## src/rtl/arb_pkg.sv

```systemverilog
// Shared types and constants for the memory-port arbiter.
// Imported by the top and the priority picker.
package arb_pkg;

    typedef enum logic {ARB_IDLE, ARB_BUSY} arb_state_t;
    typedef enum logic {OP_RD, OP_WR} arb_op_t;

    localparam int ARB_MODE_FIXED = 0;
    localparam int ARB_MODE_RR    = 1;

    // Index width that stays legal (>=1 bit) for any port count.
    function automatic int idx_width(input int n);
        return (n > 1) ? $clog2(n) : 1;
    endfunction

endpackage

```

## src/rtl/rr_priority_picker.sv

```systemverilog
// Combinational picker: first set request searching upward from base, wrapping to 0.
// Tying base to zero gives plain fixed priority (lowest index wins).
module rr_priority_picker
    import arb_pkg::*;
#(
    parameter  int N  = 2,
    localparam int IW = idx_width(N)
) (
    input  logic [N-1:0]  req,
    input  logic [IW-1:0] base,
    output logic          valid,
    output logic [IW-1:0] idx
);

    int            pos;
    logic [IW-1:0] pos_idx;

    always_comb begin
        // NOTE: every always_comb output gets a default first so no latch is inferred.
        valid   = 1'b0;
        idx     = '0;
        pos     = 0;
        pos_idx = '0;
        for (int k = 0; k < N; k++) begin
            pos = int'(base) + k;
            if (pos >= N) begin
                pos = pos - N;
            end
            pos_idx = IW'(pos);
            if (!valid && req[pos_idx]) begin
                valid = 1'b1;
                idx   = pos_idx;
            end
        end
    end

endmodule

```

## src/rtl/mem_port_arbiter.sv

```systemverilog
// Merges NUM_PORTS requesters onto one memory port, one transaction outstanding at a time.
// The winning request is captured at grant; the memory side is driven only from those registers.
module mem_port_arbiter
    import arb_pkg::*;
#(
    parameter int NUM_PORTS = 2,
    parameter int ADDR_W    = 32,
    parameter int DATA_W    = 32,
    parameter int MODE      = ARB_MODE_RR
) (
    input  logic                          clk,
    input  logic                          reset,
    input  logic [NUM_PORTS-1:0]          req_read,
    input  logic [NUM_PORTS-1:0]          req_write,
    input  logic [NUM_PORTS*ADDR_W-1:0]   req_addr,
    input  logic [NUM_PORTS*DATA_W-1:0]   req_wdata,
    input  logic [NUM_PORTS*DATA_W/8-1:0] req_mbe,
    output logic [NUM_PORTS-1:0]          req_resp,
    output logic [DATA_W-1:0]             req_rdata,
    output logic                          mem_read,
    output logic                          mem_write,
    output logic [ADDR_W-1:0]             mem_addr,
    output logic [DATA_W-1:0]             mem_wdata,
    output logic [DATA_W/8-1:0]           mem_mbe,
    input  logic                          mem_resp,
    input  logic [DATA_W-1:0]             mem_rdata,
    output logic                          proto_err
);

    localparam int IW    = idx_width(NUM_PORTS);
    localparam int MBE_W = DATA_W / 8;

    arb_state_t        state_q, state_d;
    arb_op_t           op_q, op_d;
    logic [IW-1:0]     grant_q, grant_d;
    logic [IW-1:0]     rr_ptr_q, rr_ptr_d;
    logic [ADDR_W-1:0] addr_q, addr_d;
    logic [DATA_W-1:0] wdata_q, wdata_d;
    logic [MBE_W-1:0]  mbe_q, mbe_d;
    logic              proto_err_q, proto_err_d;

    logic [ADDR_W-1:0] addr_arr  [NUM_PORTS];
    logic [DATA_W-1:0] wdata_arr [NUM_PORTS];
    logic [MBE_W-1:0]  mbe_arr   [NUM_PORTS];

    logic          pick_valid;
    logic [IW-1:0] pick_idx;
    logic [IW-1:0] pick_base;

    always_comb begin
        for (int i = 0; i < NUM_PORTS; i++) begin
            addr_arr[i]  = req_addr[i*ADDR_W +: ADDR_W];
            wdata_arr[i] = req_wdata[i*DATA_W +: DATA_W];
            mbe_arr[i]   = req_mbe[i*MBE_W +: MBE_W];
        end
    end

    assign pick_base = (MODE == ARB_MODE_RR) ? rr_ptr_q : '0;

    rr_priority_picker #(.N(NUM_PORTS)) u_picker (
        .req   (req_read | req_write),
        .base  (pick_base),
        .valid (pick_valid),
        .idx   (pick_idx)
    );

    always_comb begin
        state_d     = state_q;
        op_d        = op_q;
        grant_d     = grant_q;
        rr_ptr_d    = rr_ptr_q;
        addr_d      = addr_q;
        wdata_d     = wdata_q;
        mbe_d       = mbe_q;
        proto_err_d = proto_err_q;
        req_resp    = '0;

        case (state_q)
            ARB_IDLE: begin
                if (pick_valid) begin
                    state_d = ARB_BUSY;
                    grant_d = pick_idx;
                    addr_d  = addr_arr[pick_idx];
                    wdata_d = wdata_arr[pick_idx];
                    mbe_d   = mbe_arr[pick_idx];
                    // Read+write together is served as a write and flagged.
                    op_d    = req_write[pick_idx] ? OP_WR : OP_RD;
                    if (req_read[pick_idx] && req_write[pick_idx]) begin
                        proto_err_d = 1'b1;
                    end
                end
            end
            ARB_BUSY: begin
                if (mem_resp) begin
                    state_d = ARB_IDLE;
                    // A completion racing with reset is dropped, not forwarded.
                    req_resp[grant_q] = !reset;
                    if (MODE == ARB_MODE_RR) begin
                        rr_ptr_d = (grant_q == IW'(NUM_PORTS - 1)) ? '0 : grant_q + IW'(1);
                    end
                end
            end
            default: state_d = ARB_IDLE;
        endcase
    end

    always_ff @(posedge clk) begin
        // NOTE: sequential state uses non-blocking assignments only.
        if (reset) begin
            state_q     <= ARB_IDLE;
            op_q        <= OP_RD;
            grant_q     <= '0;
            rr_ptr_q    <= '0;
            addr_q      <= '0;
            wdata_q     <= '0;
            mbe_q       <= '0;
            proto_err_q <= 1'b0;
        end else begin
            state_q     <= state_d;
            op_q        <= op_d;
            grant_q     <= grant_d;
            rr_ptr_q    <= rr_ptr_d;
            addr_q      <= addr_d;
            wdata_q     <= wdata_d;
            mbe_q       <= mbe_d;
            proto_err_q <= proto_err_d;
        end
    end

    assign mem_read  = (state_q == ARB_BUSY) && (op_q == OP_RD);
    assign mem_write = (state_q == ARB_BUSY) && (op_q == OP_WR);
    assign mem_addr  = addr_q;
    assign mem_wdata = wdata_q;
    assign mem_mbe   = mbe_q;
    assign req_rdata = mem_rdata;
    assign proto_err = proto_err_q;

endmodule
```

## config.mk

```make
export PLATFORM = sky130hd
export DESIGN_NAME = mem_port_arbiter
export DESIGN_NICKNAME = d
export VERILOG_FILES = /design/src/rtl/arb_pkg.sv /design/src/rtl/rr_priority_picker.sv /design/src/rtl/mem_port_arbiter.sv
export SDC_FILE = /design/constraint.sdc
export NUM_CORES = 1
export LEC_CHECK = 0
export CAP_MARGIN = 25
export CORE_MARGIN = 3
export CORE_UTILIZATION = 35
export CTS_BUF_LIST = sky130_fd_sc_hd__clkbuf_8
export DETAILED_ROUTE_END_ITERATION = 12
export PLACE_DENSITY = 0.89
export SYNTH_ARGS = -nofsm -noshare
export SYNTH_HDL_FRONTEND = slang
export SYNTH_SLANG_ARGS = --single-unit
export TNS_END_PERCENT = 20
```

## constraint.sdc

```tcl
create_clock -name clk -period 2.2 [get_ports clk]
set_input_delay 0.44 -clock clk [delete_from_list [all_inputs] [get_ports clk]]
set_output_delay 0.44 -clock clk [all_outputs]
set_load 0.02 [all_outputs]
```

* Yosys cells after proc, flatten, opt, wreduce, memory -nomap -nowiden
Cells that the tools add are included.
** Word-level totals
- Flip-flop bits (word level) :: 73
- Input bits :: 175
- Word-level logic and storage cells :: 67
** Cells by class
- $add $sub $neg :: 4
- Magnitude comparators :: 8
- Muxes and demuxes :: 32
- Bitwise gates (word level) :: 5
- Reduce and logical (&&, ||, !) cells :: 10
** Operator list (number)
- 2-to-1 mux 32 bit :: 6
- 2-to-1 mux 1 bit :: 19
- 2-to-1 mux 4 bit :: 3
- less-than comparator 1 x 2 -> 1 bit, second input constant :: 4
- logical AND 1 bit :: 5
- >= comparator 2 bit, second input constant :: 2
- 2-to-1 mux 2 bit :: 2
- AND reduction 2 bit :: 2
- AND reduction 3 bit :: 1
- adder 1 x 1 -> 2 bit, second input constant :: 1
- AND 2 bit :: 1
- >= comparator 1 x 2 -> 1 bit, second input constant :: 1
- zero test 1 bit :: 2
- NOT 1 bit :: 2
- NOT 1 -> 2 bit :: 1
- OR 2 bit :: 1
- one-hot mux 1 bit (2 select lines) :: 1
- subtractor 1 bit, second input constant :: 2
- adder 1 bit, second input constant :: 1
- demux 1 bit (select 1 bit) :: 1
- >= comparator 1 bit, second input constant :: 1

* Depth between registers and ports, before layout
Gate-level depths: netlist of run 1.
- Depth after elaboration :: 12
- Depth in mapped cells :: 7
- Gate-level depth less buffers :: 3

* Cells and area by module
Synthesis of run 1 repeated with hierarchy kept, for this count alone.
** Second synthesis, totals
- Cells, all modules :: 366
- Area, all modules :: 3709.8 um2
** Modules (own cells, without submodules)
- mem_port_arbiter :: instances 1, cells an instance 363, area each 3692.3 um2, sequential area each 1461.4 um2
- rr_priority_picker :: instances 1, cells an instance 3, area each 17.5 um2, sequential area each 0.0 um2

* Worst setup path before layout of run 1
No wires, ideal clock.
- Path kind :: reg2out
- Start point :: register state_q
- End point :: output port req_resp[1]
- Data arrival time :: 1595 ps
- Data required time :: 1760 ps
- Path slack :: 165 ps
- Cell stages (with the launch flop) :: 6
- Cells stage by stage :: dfxtp_1 buf_2 clkbuf_1 clkbuf_1 nand2_1 nor3b_1
** Between the ends
- Word-level cells in the longest chain between the ends :: 1
** RTL lines
- start: declaration :: RTL line mem_port_arbiter.sv:33 : arb_state_t state_q, state_d;
- start signal: assignment :: RTL line mem_port_arbiter.sv:119 : state_q <= state_d;
- 2-to-1 mux 2 bit :: RTL line mem_port_arbiter.sv:78 : case (state_q)
- end: declaration :: RTL line mem_port_arbiter.sv:18 : output logic [NUM_PORTS-1:0] req_resp,
No other way between the ends.

* Worst setup path after layout of run 1
- Start point :: register state_q
- End point :: output port mem_write
** Between the ends
- Word-level cells in the longest chain between the ends :: 1
** RTL lines
- logical AND 1 bit :: RTL line mem_port_arbiter.sv:131 : assign mem_write = (state_q == ARB_BUSY) && (op_q == OP_WR);
- end: declaration :: RTL line mem_port_arbiter.sv:21 : output logic mem_write,
No other way between the ends.

==> run metrics, run 1 <==
fraction of layout cells with a size suffix above 1 6.731%; startpoint types flip-flop; YS warnings 0; drt initial violations 486; Hold Vio Cnt, Final 0; Clk Latency, worst-skew pair 0.34 ns; GRT Util Overall 22.26%; Net count, final 794; Arr. time, crit path 1.60 ns; setup TNS 0 ns; root buffer cell clkbuf_8; CP max stage delay 0.60 ns; dpl hpwl 9752 um; top-level I/O count 280; average size of a mapped cell 8.366 sq um; end of the critical path mem_write; die footprint 0.01267 sq mm; Unique masters post-synth 28; status complete, no violations; critical-path cell list buf_4, and2_1, clkdlybuf4s50_1; element type at the critical path end primary output; DRT Pass-1 Iters 6; Via density 6.082; Pins Over Slew Limit 0; TritonCTS Sinks 73; critical path class flip-flop to primary output; # Post-CTS Setup Buffers 0; clock-pin slew on the worst setup and hold paths 0.07 ns; f_max 490.4 MHz; H-tree Lvls 3; commonest non-fill, non-tap cell in the layout clkdlybuf4s50_1; top_reg_cell synth dfxtp_1; wire per inst 19.55 um; PwrDens 606.8 mW/mm^2; Layout Skew 0.004058 ns; Netlist Area Pre-Place 0.003974 sq mm; number of global-route vias before repair 4512; RR Startpoint state_q; register-to-register setup slack 0.47 ns; Final ANT Viol Nets 0; CP startpoint state_q; Worst path slowest cell clkdlybuf4s50_1; MaxCap Viol Count 0; net count after synthesis 650; Hold-fix buffers, CTS 0; CP Max Fanout 10; Async SR Flop Fraction 0%; WP depth 3; worst path bufs/invs 2; Buffers on Ports 215; Fill cells 972; period utilization 92.70%; part of the Yosys area used for sequential elements 36.78%; Hold Path Stages 2; VDD IR max 0.2842 mV; GRT overflow 0; Setup-failing EPs final 0; r2r endpoint mem_addr[8]; R2R cell count 5; number of synthesized flops with an enable pin 0; antenna violations before repair 0; CTS tree yes; Hold Path Class flip-flop to flip-flop; final total power 3769 uW; register bit count reported by yosys 73; die width 112.6 um; Core Rows 38; RSZ-0062 raised after global routing no; via count 4647; cell family with most CP delay buffers and inverters; drc violations 0; most frequent cells in the layout clkdlybuf4s50_1, dfxtp_1, a21oi_1; Layout area overhead 56.30%; CORE AREA 0.01098 sq mm; cts bufs inserted 9; Routed WL 14930 um; largest net degree at the start of global routing 75; worst rel slew slack 45.89%; Die Height 112.6 um; post-route minimum period 2.039 ns; CTS max path bufs 2; Cells after Synth 475; Critical Path RT 1.76 ns; Leakage 0.002093 uW; Initial Util 36.18%; global placement routability congestion 0.8725; Tightest Pin Transition 0.8116 ns; first-pass GRT wire length 23240 um; diode count 0
per-stage QoR:
step | hold WS (ns) | cell area [sq um] | cells | worst slack [ns] | utilization, %
5_1_grt | 0.5269 | 6211 | 764 | 0.08726 | 56.55
3_3_place_gp | 0.4524 | 6040 | 748 | -0.04055 | 54.99
6_report | 0.4817 | 6211 | 764 | 0.1606 | 56.55
4_1_cts | 0.4819 | 6211 | 764 | 0.1352 | 56.55
3_5_place_dp | 0.4610 | 6040 | 748 | -0.08583 | 54.99
2_1_floorplan | 0.4562 | 3974 | 475 | 0.1655 | -
cells by family after synthesis:
| group | after synthesis | share of synthesized area (%) |
|---|---|---|
| flip-flops | 73 | 36.78 |
| AO/OA/AOI/OAI | 286 | 47.39 |
| buffers and inverters | 102 | 13.51 |
| AND/OR/NAND/NOR | 14 | 2.330 |
report_power, final:
part	switching [uW]	leakage, uW	internal [uW]
combinational	631	0.00138	659
clock	485	0.000101	458
sequential	78.8	0.000607	1460
total	1200	0.00209	2570
worst reg2reg max path, cell delays in order (launching register included):
cell and delay, ns:
dfxtp_2 0.33, buf_4 0.16, inv_2 0.06, buf_4 0.59
a21oi_1 0.22, a211oi_1 0.27
layout make-up:
type	count	area, sq um	share of cell area, %
clock buffer	11	151.4	2.438
inverter	1	3.754	0.06044
timing repair buffer	234	2400	38.64
multi-input combinational	300	1996	32.13
clock inverter	5	22.52	0.3626
sequential	73	1463	23.55
tap	140	175.2	2.820
cell usage after synthesis, types with 2 or more instances:
| cell | number | share of area, % |
|---|---|---|
| dfxtp_1 | 73 | 37 |
| a21oi_1 | 71 | 8.9 |
| a211oi_1 | 69 | 13 |
| a311oi_1 | 69 | 15 |
| o21ai_0 | 66 | 8.3 |
| clkbuf_1 | 57 | 5.4 |
| buf_4 | 32 | 6.0 |
| buf_2 | 7 | 0.88 |
| o21ai_1 | 5 | 0.63 |
| buf_6 | 3 | 0.85 |
| nor2_1 | 3 | 0.28 |
| and2_1 | 2 | 0.31 |
| clkbuf_2 | 2 | 0.25 |
| nand2b_1 | 2 | 0.31 |
repair_timing:
action	4_1_cts	5_1_grt
setup endpoints to repair	2	0
hold endpoints to repair	0	0
resized for setup	2	0
layer usage:
metal  GRT usage, %  part of all wire [%]  wire (um)  vias to the layer above
li1               -                     -          -                     2130
met1          26.52                    39       5888                     2197
met2          38.31                    50       7438                      271
met3          4.528                   7.9       1176                       49
met4          10.34                   2.9        429                        0
met5              0                     0          0                        -
sequential cells by signal, indices dropped and copies added (netlist names):
name       count
mem_addr      32
pick_base      1
grant_q        1
state_q        1
mem_mbe        4
mem_wdata     32
proto_err      1
op_q           1
worst min path at each step:
| stage | startpoint | endpoint | slack [ns] |
|---|---|---|---|
| 2_1_floorplan | grant_q | pick_base | 0.46 |
| 3_3_place_gp | proto_err | proto_err | 0.45 |
| 3_5_place_dp | proto_err | proto_err | 0.46 |
| 4_1_cts | proto_err | proto_err | 0.48 |
| 5_1_grt | proto_err | proto_err | 0.53 |
| 6_report | proto_err | proto_err | 0.48 |
Power figures use the tool's default switching activity.
==> run 2: changes to the inputs <==
--- a/config.mk
+++ b/config.mk
@@ -9,7 +9,9 @@
 export CORE_MARGIN = 3
 export CORE_UTILIZATION = 35
 export CTS_BUF_LIST = sky130_fd_sc_hd__clkbuf_8
+export CTS_CLUSTER_SIZE = 30
 export DETAILED_ROUTE_END_ITERATION = 12
+export GPL_ROUTABILITY_DRIVEN = 1
 export PLACE_DENSITY = 0.89
 export SYNTH_ARGS = -nofsm -noshare
 export SYNTH_HDL_FRONTEND = slang
==> constraint.sdc (replaced) <==
create_clock -name clk -period 2.3 [get_ports clk]
set_input_delay 0.46 -clock clk [delete_from_list [all_inputs] [get_ports clk]]
set_output_delay 0.46 -clock clk [all_outputs]
set_load 0.02 [all_outputs]
==> run 2 against run 1 <==
  * Wire length decreased by 1.2%
  * Clock skew increased by 0.0081 ns
  * Final cell count decreased by 0.13%
  * Worst setup slack improved by 0.064 ns
  * Critical path depth increased by 1
  * Sequential share of layout area decreased by 0.17 points
  * Critical endpoint is now mem_read
==> run metrics, run 2 (synthesis gave the netlist of run 1 again) <==
status complete, no violations (unchanged); drc violations 0 (unchanged); Hold Path Class flip-flop to flip-flop (unchanged); Routed WL 14750 um (was 14930 um); commonest non-fill, non-tap cell in the layout clkdlybuf4s50_1 (unchanged); CORE AREA 0.01098 sq mm (unchanged); clock-pin slew on the worst setup and hold paths 0.08 ns (was 0.07 ns); placed cell area 0.006007 sq mm (was 0.006040 sq mm); setup TNS 0 ns (unchanged); RSZ-0062 raised after global routing no (unchanged); R2R cell count 5 (unchanged); worst rel slew slack 46.43% (was 45.89%); Tightest Pin Transition 0.8035 ns (was 0.8116 ns); Hold Vio Cnt, Final 0 (unchanged); global placement routability congestion 0.8624 (was 0.8725); Core Rows 38 (unchanged); Clk pwr share 31.2% (was 25.0%); GRT Util Overall 21.99% (was 22.26%); diode count 0 (unchanged); Clk Latency, worst-skew pair 0.33 ns (was 0.34 ns); Net count, final 793 (was 794); startpoint types flip-flop (unchanged); Final ANT Viol Nets 0 (unchanged); Arr. time, crit path 1.62 ns (was 1.60 ns); design area 0.006256 sq mm (was 0.006211 sq mm); largest net degree at the start of global routing 75 (unchanged); via count 4614 (was 4647); PwrDens 625.3 mW/mm^2 (was 606.8 mW/mm^2); Die Height 112.6 um (unchanged); Layout Skew 0.01211 ns (was 0.004058 ns); period utilization 90.24%; post-route minimum period 2.075 ns; P_int 2762 uW (was 2573 uW); Layout area overhead 57.43% (was 56.30%); VDD IR max 0.4619 mV (was 0.2842 mV); drt initial violations 486 (unchanged); Leakage 0.002128 uW (was 0.002093 uW); wire per inst 19.33 um (was 19.55 um); MaxCap Viol Count 0 (unchanged); CTS max path bufs 2 (unchanged); TritonCTS Sinks 73 (unchanged); Pins Over Slew Limit 0 (unchanged); switching portion of total power 29.40% (was 31.72%); Finished Core Util 56.96% (was 56.55%); Setup-failing EPs final 0 (unchanged); switching power 1150 uW (was 1195 uW); number of global-route vias before repair 4367 (was 4512); CTS tree yes (unchanged); Hold Path Stages 2 (unchanged); GRT overflow 0 (unchanged); fraction of layout cells with a size suffix above 1 6.742% (was 6.731%); Hold-fix buffers, CTS 0 (unchanged); most frequent cells in the layout clkdlybuf4s50_1, dfxtp_1, a21oi_1 (unchanged); Via density 6.047 (was 6.082); Comb power frac 31.2% (was 34.2%); first-pass GRT wire length 23200 um (was 23240 um); H-tree Lvls 3 (unchanged); Initial Util 36.18% (unchanged); antenna violations before repair 0 (unchanged); die footprint 0.01267 sq mm (unchanged); Critical Path RT 1.84 ns (was 1.76 ns); root buffer cell clkbuf_8 (unchanged); register-to-register setup slack 0.54 ns (was 0.47 ns); die width 112.6 um (unchanged); share of total power in sequential cells 37.6% (was 40.7%); Buffers on Ports 215 (unchanged); CP Max Fanout 10 (unchanged); Fill cells 984 (was 972); dpl hpwl 9811 um (was 9752 um); critical path class flip-flop to primary output (unchanged); top-level I/O count 280 (unchanged); element type at the critical path end primary output (unchanged); final total power 3912 uW (was 3769 uW); DRT Pass-1 Iters 6 (unchanged); f_max 481.8 MHz; cts bufs inserted 9 (unchanged)
-- run 2: what timing repair did --
action / 4_1_cts / 5_1_grt
setup buffers: 0 / 0
endpoints found under the hold margin: 0 / 0
gates resized for setup: 0 / 2
endpoints found under the setup margin: 0 / 2
-- run 2: layer usage --
| layer | wire, um | part of all wire [%] | vias to the layer above | GRT usage (%) |
|---|---|---|---|---|
| li1 | - | - | 2128 | - |
| met2 | 7443 | 50 | 271 | 37.91 |
| met3 | 1151 | 7.8 | 41 | 5.121 |
| met4 | 353 | 2.4 | 0 | 6.490 |
| met1 | 5799 | 39 | 2174 | 27.26 |
| met5 | 0 | 0 | - | 0 |
-- run 2: power groups by stage --
stage | registers (uW) | logic (uW) | clock network (uW)
after floorplan | 1630 | 518 | 0
after global placement | 1490 | 1190 | 0
after detailed placement | 1500 | 1220 | 0
after CTS | 1470 | 1220 | 1250
after global routing | 1480 | 1300 | 1310
final | 1470 | 1220 | 1220
-- run 2: path summary, 6_finish.rpt --
path | start | endpoint
worst max-delay path | state_q | mem_read
worst min-delay path | proto_err | proto_err
worst max register to register | state_q | mem_addr[5]
worst min register to register | proto_err | proto_err
-- run 2: critical path, cell delays in order (launching register included) --
cell and delay (ns):
dfxtp_2 0.35, buf_4 0.18, inv_2 0.05, nor2_1 0.09
clkdlybuf4s50_1 0.62
-- run 2: stage by stage --
step	hold slack [ns]	cells	worst slack [ns]
after global placement	0.4518	747	0.03092
after global routing	0.5080	763	0.1353
final	0.4752	763	0.2246
after CTS	0.4806	763	0.0006357
after detailed placement	0.4589	747	0.01515
after floorplan	0.4562	475	0.2455
-- run 2: final cells by class --
type,instances,area [sq um],area share [%]
Sequential cell,73,1463,23.38
Inverter,1,3.754,0.06000
Multi-Input combinational cell,300,1996,31.90
Clock buffer,10,137.6,2.200
Clock inverter,6,106.4,1.700
Tap cell,140,175.2,2.800
Timing Repair Buffer,233,2375,37.96
==> run 3: changes to the inputs <==
--- a/config.mk
+++ b/config.mk
@@ -12,6 +12,7 @@
 export CTS_CLUSTER_SIZE = 30
 export DETAILED_ROUTE_END_ITERATION = 12
 export GPL_ROUTABILITY_DRIVEN = 1
+export GPL_TIMING_DRIVEN = 0
 export PLACE_DENSITY = 0.89
 export SYNTH_ARGS = -nofsm -noshare
 export SYNTH_HDL_FRONTEND = slang
==> run 3 against run 2 <==
  * Register-to-register slack barely moved
  * Worst hold slack better by 0.016 ns
  * Fmax down 5.2%
  * Global-route usage grew 3.0 points
  * Combinational power is 13% higher
  * Count of clock-buffer cells in the layout grew 1
  * Die area stayed put
  * Non-clock buffer count grew 114
  * Wire length up 14%
  * Flip-flop and latch count did not move
==> run metrics, run 3 (synthesis gave the netlist of run 1 again) <==
status complete, no violations (unchanged); Clk Latency, worst-skew pair 0.34 ns (was 0.33 ns); wire per inst 19.21 um (was 19.33 um); Die Height 112.6 um (unchanged); share of total power in sequential cells 35.7% (was 37.6%); first-pass GRT wire length 26070 um (was 23200 um); MaxCap Viol Count 0 (unchanged); min-delay src proto_err (unchanged); Tightest Pin Transition 0.5370 ns (was 0.8035 ns); Hold-fix buffers, CTS 0 (unchanged); startpoint types flip-flop (unchanged); drc violations 0 (unchanged); Final Hold Slack 0.4912 ns (was 0.4752 ns); Comb power frac 33.4% (was 31.2%); via count 5097 (was 4614); critical path class flip-flop to primary output (unchanged); H-tree Lvls 3 (unchanged); largest net degree at the start of global routing 18 (was 75); Via density 5.812 (was 6.047); element type at the critical path end primary output (unchanged); clock-pin slew on the worst setup and hold paths 0.07 ns (was 0.08 ns); CORE AREA 0.01098 sq mm (unchanged); global placement routability congestion 0.8829 (was 0.8624); post-route minimum period 2.190 ns (was 2.075 ns); die footprint 0.01267 sq mm (unchanged); Pins Over Slew Limit 0 (unchanged); most frequent cells in the layout clkdlybuf4s50_1, dfxtp_1, a21oi_1 (unchanged); Fill cells 939 (was 984); diode count 0 (unchanged); Post-Layout Cell Count 877 (was 763); Core Rows 38 (unchanged); Hold Path End proto_err (unchanged); CP Max Fanout 10 (unchanged); Post-Place Worst Slack -0.3861 ns (was 0.01515 ns); cts bufs inserted 9 (unchanged); Placed Instances 860 (was 747); VDD IR max 0.3745 mV (was 0.4619 mV); dpl hpwl 12840 um (was 9811 um); fraction of layout cells with a size suffix above 1 9.905% (was 6.742%); Layout area overhead 73.24% (was 57.43%); Hold Path Stages 2 (unchanged); Finished Core Util 62.68% (was 56.96%); RR Startpoint pick_base (was state_q); Arr. time, crit path 1.73 ns (was 1.62 ns); die width 112.6 um (unchanged); switching portion of total power 30.39% (was 29.40%); Final ANT Viol Nets 0 (unchanged); Hold Path Class flip-flop to flip-flop (unchanged); number of global-route vias before repair 5065 (was 4367); worst rel slew slack 64.20% (was 46.43%); drt initial violations 535 (was 486); Net count, final 907 (was 793); final worst setup slack 0.1102 ns (was 0.2246 ns); root buffer cell clkbuf_8 (unchanged); Clk pwr share 30.9% (was 31.2%); R2R cell count 5 (unchanged); Hold Vio Cnt, Final 0 (unchanged); TritonCTS Sinks 73 (unchanged); final total power 4119 uW (was 3912 uW); GRT overflow 0 (unchanged); period utilization 95.21% (was 90.24%); Critical Path RT 1.84 ns (about the same); DRT Pass-1 Iters 5 (was 6); Leakage 0.002403 uW (was 0.002128 uW); f_max 456.7 MHz (was 481.8 MHz); PwrDens 598.3 mW/mm^2 (was 625.3 mW/mm^2); Buffers on Ports 245 (was 215); Setup-failing EPs final 0 (unchanged); top-level I/O count 280 (unchanged); Routed WL 16850 um (was 14750 um); commonest non-fill, non-tap cell in the layout clkdlybuf4s50_1 (unchanged); GRT Util Overall 25.03% (was 21.99%); register-to-register setup slack 0.53 ns (was 0.54 ns); P_int 2867 uW (was 2762 uW); CTS max path bufs 2 (unchanged); RSZ-0062 raised after global routing yes (was no); antenna violations before repair 0 (unchanged); CTS tree yes (unchanged); Initial Util 36.18% (unchanged); switching power 1252 uW (was 1150 uW); Layout Skew 0.01304 ns (was 0.01211 ns); r2r endpoint mem_mbe[2] (was mem_addr[5])
-- run 3: changes by cell type in the layout (fill, tap and decap cells not counted), sizes merged --
| cell | previous run | this run |
|---|---|---|
| clkbuf | 10 | 68 |
| clkdlybuf4s50 | 212 | 241 |
| buf | 19 | 46 |
| dlygate4sd2 | 0 | 2 |
| dlymetal6s2s | 2 | 0 |
| clkdlybuf4s15 | 0 | 1 |
| clkinvlp | 1 | 0 |
-- run 3: critical path, cell delays in order (launching register included) --
cell and delay, ns:
dfxtp_1 0.31, buf_2 0.19, buf_6 0.17, clkbuf_4 0.21, nand2_1 0.09, nor3_2 0.14, clkdlybuf4s15_2 0.29
-- run 3: how the worst max path moves through the flow --
stage | start | endpoint | slack, ns | depth (start not counted)
CTS | state_q | req_resp[1] | -0.02 | 6
detailed placement | state_q | req_resp[1] | -0.39 | 6
finish | state_q | req_resp[0] | 0.11 | 6
floorplan | state_q | req_resp[1] | 0.25 | 5
global placement | state_q | req_resp[1] | -0.46 | 6
global route | req_write[1] | mem_wdata[8] | -0.04 | 6
-- run 3: area by class of cell --
type                    count  area [sq um]  share of cell area (%)
plain buffers             100         541.8                   7.870
flip-flops and latches     73          1461                   21.23
clock buffers              11         151.4                   2.199
inverters                   1         3.754                 0.05453
clock inverters             5         102.6                   1.490
repair buffers            247          2461                   35.75
well taps                 140         175.2                   2.545
multi-input cells         300          1987                   28.86
-- run 3: what timing repair did --
| item | in CTS | in global routing |
|---|---|---|
| setup buffers | 0 | 2 |
| pin swaps | 0 | 1 |
| resized for setup | 14 | 8 |
| gates cloned | 0 | 0 |
| endpoints found under the setup margin | 4 | 63 |
-- run 3: layer usage --
metal | track usage [%] | wire length (um) | part of all wire [%]
met1 | 29.87 | 6781 | 40
met2 | 44.59 | 8393 | 50
met3 | 5.606 | 1359 | 8.1
met4 | 7.612 | 315 | 1.9
met5 | 0 | 0 | 0
-- run 3: per-stage QoR --
stage                      TNS, ns  area [sq um]
after floorplan                  0          3974
final                            0          6884
after detailed placement    -19.50          6601
after global placement      -16.74          6601
after global routing      -0.04018          6884
after CTS                 -0.03956          6859
-- run 3: power by group through the flow --
stage	registers, uW	clock network, uW	logic (uW)
final	1470	1270	1380
after CTS	1470	1290	1370
after global placement	1490	0	1330
after floorplan	1630	0	518
after detailed placement	1490	0	1360
after global routing	1480	1350	1470
